$ cat src/rtl/shifter_pipe_pkg.sv
// Shared types for the pipelined shifter: op encoding, per-level pipeline record,
// and the helper that locates the last log-stage feeding each register level.
package shifter_pkg;

  localparam int MAX_WIDTH = 64;
  localparam int MAX_SAW   = 6;

  typedef enum logic [1:0] {
    OP_SLL = 2'b00,
    OP_SRL = 2'b01,
    OP_SRA = 2'b10,
    OP_ROR = 2'b11
  } op_t;

  // Sized for the widest build; narrower builds zero-extend into it.
  typedef struct packed {
    logic [MAX_WIDTH-1:0] data;
    logic [MAX_SAW-1:0]   sa;
    op_t                  op;
    logic                 cout;
    logic                 valid;
  } pipe_rec_t;

  function automatic int lvl_last_stage(input int lvl, input int reg_every, input int saw);
    int last;
    last = (lvl + 1) * reg_every;
    if (last > saw) last = saw;
    return last - 1;
  endfunction

endpackage

$ cat src/rtl/shifter_pipe_if.sv
// Operand/result handshake bundle for shifter_pipe; master drives operands and
// consumes results, slave is the shifter itself.
interface shifter_pipe_if
  import shifter_pkg::*;
#(
  parameter int WIDTH = 32
);
  localparam int SAW = $clog2(WIDTH);

  logic             in_valid;
  logic             in_ready;
  logic [WIDTH-1:0] x;
  logic [SAW-1:0]   sa;
  op_t              op;
  logic             out_valid;
  logic             out_ready;
  logic [WIDTH-1:0] sh;
  logic             cout;

  modport master (
    output in_valid, x, sa, op, out_ready,
    input  in_ready, out_valid, sh, cout
  );

  modport slave (
    input  in_valid, x, sa, op, out_ready,
    output in_ready, out_valid, sh, cout
  );

endinterface

$ cat src/rtl/shifter_pipe_stage.sv
// One combinational log-shift stage (shift by DIST when enabled) with carry tracking.
// Rotate is built only when SHIFTER_PIPE_ROTATE_EN is defined; otherwise ROR acts as SRL.
module shifter_stage
  import shifter_pkg::*;
#(
  parameter int WIDTH = 32,
  parameter int DIST  = 1
) (
  input  logic [WIDTH-1:0] i_data,
  input  logic             i_en,
  input  op_t              i_op,
  input  logic             i_cout,
  output logic [WIDTH-1:0] o_data,
  output logic             o_cout
);

  // Stages run MSB-first, so the last enabled stage owns the final carry.
  always_comb begin
    o_data = i_data;
    o_cout = i_cout;
    if (i_en) begin
      case (i_op)
        OP_SLL: begin
          o_data = i_data << DIST;
          o_cout = i_data[WIDTH-DIST];
        end
        OP_SRA: begin
          o_data = {{DIST{i_data[WIDTH-1]}}, i_data[WIDTH-1:DIST]};
          o_cout = i_data[DIST-1];
        end
`ifdef SHIFTER_PIPE_ROTATE_EN
        OP_ROR: begin
          o_data = {i_data[DIST-1:0], i_data[WIDTH-1:DIST]};
          o_cout = i_data[DIST-1];
        end
`endif
        default: begin
          o_data = i_data >> DIST;
          o_cout = i_data[DIST-1];
        end
      endcase
    end
  end

endmodule

$ cat src/rtl/shifter_pipe.sv
// Pipelined barrel shifter: SAW log-stages with a register level every REG_EVERY stages
// and a bubble-collapsing valid/ready chain. ROR needs SHIFTER_PIPE_ROTATE_EN (see shifter_stage).
module shifter_pipe
  import shifter_pkg::*;
#(
  parameter int WIDTH     = 32,
  parameter int REG_EVERY = 1
) (
  input logic           i_clk,
  input logic           i_rst,
  shifter_pipe_if.slave bus
);

  localparam int SAW = $clog2(WIDTH);
  localparam int L   = (SAW + REG_EVERY - 1) / REG_EVERY;

  pipe_rec_t        r_lvl  [L];
  pipe_rec_t        w_src  [L];
  pipe_rec_t        w_next [L];
  logic [L-1:0]     w_load;
  logic [WIDTH-1:0] w_stage_data [SAW];
  logic             w_stage_cout [SAW];

  for (genvar s = 0; s < SAW; s++) begin : g_stage
    localparam int G = s / REG_EVERY;
    localparam int K = SAW - 1 - s;
    logic [WIDTH-1:0] w_in;
    logic             w_cin;
    if (s % REG_EVERY == 0) begin : g_head
      assign w_in  = w_src[G].data[WIDTH-1:0];
      assign w_cin = w_src[G].cout;
    end else begin : g_body
      assign w_in  = w_stage_data[s-1];
      assign w_cin = w_stage_cout[s-1];
    end
    shifter_stage #(.WIDTH(WIDTH), .DIST(2**K)) u_stage (
      .i_data (w_in),
      .i_en   (w_src[G].sa[K]),
      .i_op   (w_src[G].op),
      .i_cout (w_cin),
      .o_data (w_stage_data[s]),
      .o_cout (w_stage_cout[s])
    );
  end

  for (genvar g = 0; g < L; g++) begin : g_lvl
    localparam int LAST = lvl_last_stage(g, REG_EVERY, SAW);
    logic [MAX_WIDTH-1:0] w_data_ext;
    if (g == 0) begin : g_in
      assign w_src[g] = '{data:  MAX_WIDTH'(bus.x),
                          sa:    MAX_SAW'(bus.sa),
                          op:    bus.op,
                          cout:  1'b0,
                          valid: bus.in_valid};
    end else begin : g_mid
      assign w_src[g] = r_lvl[g-1];
    end
    assign w_data_ext = MAX_WIDTH'(w_stage_data[LAST]);
    assign w_next[g]  = '{data:  w_data_ext,
                          sa:    w_src[g].sa,
                          op:    w_src[g].op,
                          cout:  w_stage_cout[LAST],
                          valid: w_src[g].valid};
  end

  // A level loads when it is empty or everything downstream of it moves this cycle.
  always_comb begin
    logic v_adv;
    w_load = '0;
    v_adv  = bus.out_ready;
    for (int g = L - 1; g >= 0; g--) begin
      w_load[g] = ~r_lvl[g].valid | v_adv;
      v_adv     = w_load[g];
    end
  end

  always_ff @(posedge i_clk or posedge i_rst) begin
    if (i_rst) begin
      for (int g = 0; g < L; g++) r_lvl[g] <= '0;
    end else begin
      for (int g = 0; g < L; g++) begin
        if (w_load[g]) r_lvl[g] <= w_next[g];
      end
    end
  end

  assign bus.in_ready  = w_load[0];
  assign bus.out_valid = r_lvl[L-1].valid;
  assign bus.sh        = r_lvl[L-1].data[WIDTH-1:0];
  assign bus.cout      = r_lvl[L-1].cout;

  // Record bits beyond WIDTH/SAW exist only because the record is sized for the widest build.
  logic w_unused_rec;
  always_comb begin
    w_unused_rec = 1'b0;
    for (int g = 0; g < L; g++) w_unused_rec = w_unused_rec ^ (^r_lvl[g]);
  end

endmodule

$ cat src/flat_wrapper.sv
// flat-port wrapper written by rule: the top's interface ports become plain ports
module shifter_pipe_flat import shifter_pkg::*;
#(
  parameter int WIDTH     = 32,
  parameter int REG_EVERY = 1
)
  (i_clk, i_rst, bus_in_valid, bus_x, bus_sa, bus_op, bus_out_ready, bus_in_ready, bus_out_valid, bus_sh, bus_cout);
  shifter_pipe_if #(.WIDTH(WIDTH)) bus_i ();
  input logic i_clk;
  input logic i_rst;
  input wire logic [$bits(bus_i.in_valid)-1:0] bus_in_valid;
  input wire logic [$bits(bus_i.x)-1:0] bus_x;
  input wire logic [$bits(bus_i.sa)-1:0] bus_sa;
  input wire logic [$bits(bus_i.op)-1:0] bus_op;
  input wire logic [$bits(bus_i.out_ready)-1:0] bus_out_ready;
  output wire logic [$bits(bus_i.in_ready)-1:0] bus_in_ready;
  output wire logic [$bits(bus_i.out_valid)-1:0] bus_out_valid;
  output wire logic [$bits(bus_i.sh)-1:0] bus_sh;
  output wire logic [$bits(bus_i.cout)-1:0] bus_cout;
  assign bus_i.in_valid = bus_in_valid;
  assign bus_i.x = bus_x;
  assign bus_i.sa = bus_sa;
  assign bus_i.op = bus_op;
  assign bus_i.out_ready = bus_out_ready;
  assign bus_in_ready = bus_i.in_ready;
  assign bus_out_valid = bus_i.out_valid;
  assign bus_sh = bus_i.sh;
  assign bus_cout = bus_i.cout;
  shifter_pipe #(.WIDTH(WIDTH), .REG_EVERY(REG_EVERY)) u_core (.i_clk(i_clk), .i_rst(i_rst), .bus(bus_i));
endmodule
$ cat config.mk
export PLATFORM = sky130hd
export DESIGN_NAME = shifter_pipe_flat
export DESIGN_NICKNAME = d
export VERILOG_FILES = /design/src/rtl/shifter_pipe_pkg.sv /design/src/rtl/shifter_pipe_if.sv /design/src/rtl/shifter_pipe_stage.sv /design/src/rtl/shifter_pipe.sv /design/src/flat_wrapper.sv
export SDC_FILE = /design/constraint.sdc
export NUM_CORES = 1
export LEC_CHECK = 0
export CAP_MARGIN = 10
export CORE_ASPECT_RATIO = 1.25
export CORE_MARGIN = 3
export CORE_UTILIZATION = 59
export CTS_CLUSTER_DIAMETER = 200
export DETAILED_ROUTE_END_ITERATION = 8
export PLACE_DENSITY = 0.8
export SKIP_CTS_REPAIR_TIMING = 1
export SYNTH_ARGS = -nofsm -noshare
export SYNTH_HDL_FRONTEND = slang
export SYNTH_SLANG_ARGS = --single-unit
$ cat constraint.sdc
create_clock -name i_clk -period 8.4 [get_ports i_clk]
set_input_delay 1.26 -clock i_clk [delete_from_list [all_inputs] [get_ports i_clk]]
set_output_delay 1.26 -clock i_clk [all_outputs]
set_load 0.05 [all_outputs]
==> impl_results.md <==
- Count leader, synth: o21ai_0
- Full die area: 19400 um^2
- Global-route wire length before repair: 38400 um
- CP Class: primary input to output port
- Post-synth EDFFs: 0
- Synth Flop Type: dfrtp_1
- Top-area cell type share of the netlist area: 44.8%
- Core box area: 17100 um^2
- CP required: 7.14 ns
- Largest net degree at the start of global routing: 100
- Worst Reg-to-Reg Cells: 4
- Yosys top cell by area: dfrtp_1
- FF-to-FF setup slack: 5.70 ns
- Clk buf depth: 2
- Worst VDD drop: 168 uV
- Ant diodes: 0
- Die width: 125 um
- Post-synth net total: 1175
- Via density: 6.23
- Top cells by count, synth: 212 x o21ai_0, 188 x dfrtp_1, 92 x clkbuf_1, 86 x inv_1, 59 x nand2_1
- HPWL Detailed: 15700 um
- Final GP Congestion: 0.918
- PD cells: 320 nW/um^2
- Design area: 11500 um^2
- # IOs: 78
- Clk root buf: clkbuf_16
- Num CTS Buffers: 17
- Synthesized instance count: 1132
- RSZ-0062 raised after global routing: no
- Critical path arrival: 4.17 ns
- Leakage power: 5.13 nW
- Average routed wire per standard cell: 17.2 um
- Antenna violations before repair: 0
- Status: finished clean
- Final setup viols: 0
- Worst Max-Slew Pin Slew: 1.16 ns
- Hold depth: 2
- Initial DRT Pass Iterations: 7
- Layout cells sized above 1: 7.96%
- Starting density of the core: 61.4%
- Site row count: 53
- Setup TNS: 0 ns
- Clock Latency Late Sink: 0.43 ns
- Final WL: 22800 um
- Die Span Y: 155 um
- Critical-path maximum fanout: 62
- Ys Warns: 0
- Fmax: 184 MHz
- Final core occ: 67.4%
- Fin. Hold Viols: 0
- Asr flop ratio synth: 100%
- # port buffers: 77
- GRT Overall Usage: 23.6%
- Class of the worst hold path: flop to flop
- Slew Limit Fails: 0
- Register area share after synthesis: 44.8%
- Layout Nets: 1136
- Total power: 3.69 mW
- CTS tree: yes
- Critical Path End Type: output port
- Iteration-0 DRC Markers: 765
- Grt ovf: 0
- Post-synth cell types: 46
- Reg clk slew, reported paths: 0.07 ns
- Antenna Nets Post-Route: 0
- Most area-consuming cells after synthesis: dfrtp_1 45%, o21ai_0 10%, o211a_1 4.4%
- DR vias: 8254
- Dpl cell area: 10900 um^2
- Number of global-route vias before repair: 7672
- Final period util: 64.6%
- Post-Syn Area per Cell: 9.27 um^2
- Number of H-tree levels: 4
- Clock sink total: 188
- Worst Clk Skew: 0.00500 ns
- DRC viols: 0
- Mapped cell area: 10500 um^2
- Startpoint Class: primary input
- Flop and latch count out of synthesis: 188
- Max_cap viols: 0
- Slew headroom: 22.2%
- Area Overhead vs Synth: 9.90%
- Clock period minus worst slack: 5.43 ns
==> layout by cell type (no fill, tap or decap), drive strengths merged, types with 2 or more instances in the layout <==
cell type	count
a21oi	14
a311oi	2
o21ai	212
clkinv	7
a211oi	25
nor2b	14
mux2	36
and2	4
o211a	46
inv	88
o22a	2
buf	12
dfrtp	188
a31oi	9
clkinvlp	3
mux2i	33
a222oi	3
o2bb2ai	15
nand3b	5
o311a	31
nand2b	6
o211ai	2
a221oi	7
clkdlybuf4s50	77
o21a	3
a2bb2oi	2
nand3	30
o31ai	18
bufinv	3
or2	3
o22ai	52
nand2	59
a22oi	20
nor2	23
nor3b	25
clkbuf	18
==> kinds of logic (layout without fill, tap and decap cells) <==
kind of cell | Yosys count | after routing | synth area share (%)
and+or+nand+nor | 175 | 175 | 8.80
DFF | 188 | 188 | 44.8
AOI/OAI and AO/OA | 465 | 465 | 29.4
buffers and inverters | 235 | 208 | 9.95
muxes | 69 | 69 | 7.04
==> worst max-delay path, stage by stage <==
cell             delay [ns]
clkdlybuf4s50_1        0.49
nand4b_4               0.70
nor3_4                 0.46
inv_2                  0.40
clkdlybuf4s50_1        0.84
==> per-stage QoR <==
| stage | hold slack [ns] | worst slack, ns | cells |
|---|---|---|---|
| after global placement | 0.460 | 3.01 | 1294 |
| after CTS | 0.485 | 2.95 | 1325 |
| after global routing | 0.514 | 2.74 | 1325 |
| final | 0.475 | 2.97 | 1325 |
| after floorplan | 0.439 | 2.03 | 1132 |
| after detailed placement | 0.470 | 2.96 | 1294 |
==> path summary, 6_finish.rpt <==
check                             startpoint                    endpoint
max reg2reg                u_core.r_lvl[222]  u_core.g_stage[1].w_in[20]
max in group asynchronous              i_rst   u_core.g_stage[4].w_in[9]
max                            bus_out_ready                bus_in_ready
min reg2reg                u_core.bus.sh[28]           u_core.bus.sh[28]
min                        u_core.bus.sh[28]           u_core.bus.sh[28]
min in group asynchronous              i_rst  u_core.g_stage[1].w_in[19]
==> area by class of cell <==
| class | count | area (um^2) |
|---|---|---|
| Multi-Input combinational cell | 709 | 4750 |
| Tap cell | 220 | 275 |
| Clock buffer | 18 | 439 |
| Clock inverter | 13 | 169 |
| Fill cell | 1404 | 5570 |
| Timing Repair Buffer | 89 | 861 |
| Sequential cell | 188 | 4700 |
| Inverter | 88 | 335 |
==> flip-flops by register name (all words and copies together), names as in the netlist <==
| name | flops |
|---|---|
| u_core.r_lvl | 22 |
| u_core.g_stage.w_in | 128 |
| u_core.bus.sh | 32 |
| u_core.g_stage.w_cin | 4 |
| u_core.bus.cout | 1 |
| u_core.bus.out_valid | 1 |
==> report_power, final <==
group          leakage, nW  internal (mW)  total, mW  switching [mW]
sequential            2.28           1.20       1.46           0.266
clock                0.290          0.476      0.823           0.347
combinational         2.56          0.534       1.40           0.869
total                 5.13           2.21       3.69            1.48
==> metal layers <==
metal  global-route usage [%]  share of wire, %  up-vias
li1                         -                 -     4029
met1                     30.9                44     3936
met2                     39.1                48      237
met3                     3.33               3.9       52
met4                     11.3               4.2        0
met5                        0                 0        -
No activity file was read; power rests on OpenSTA's default activity.
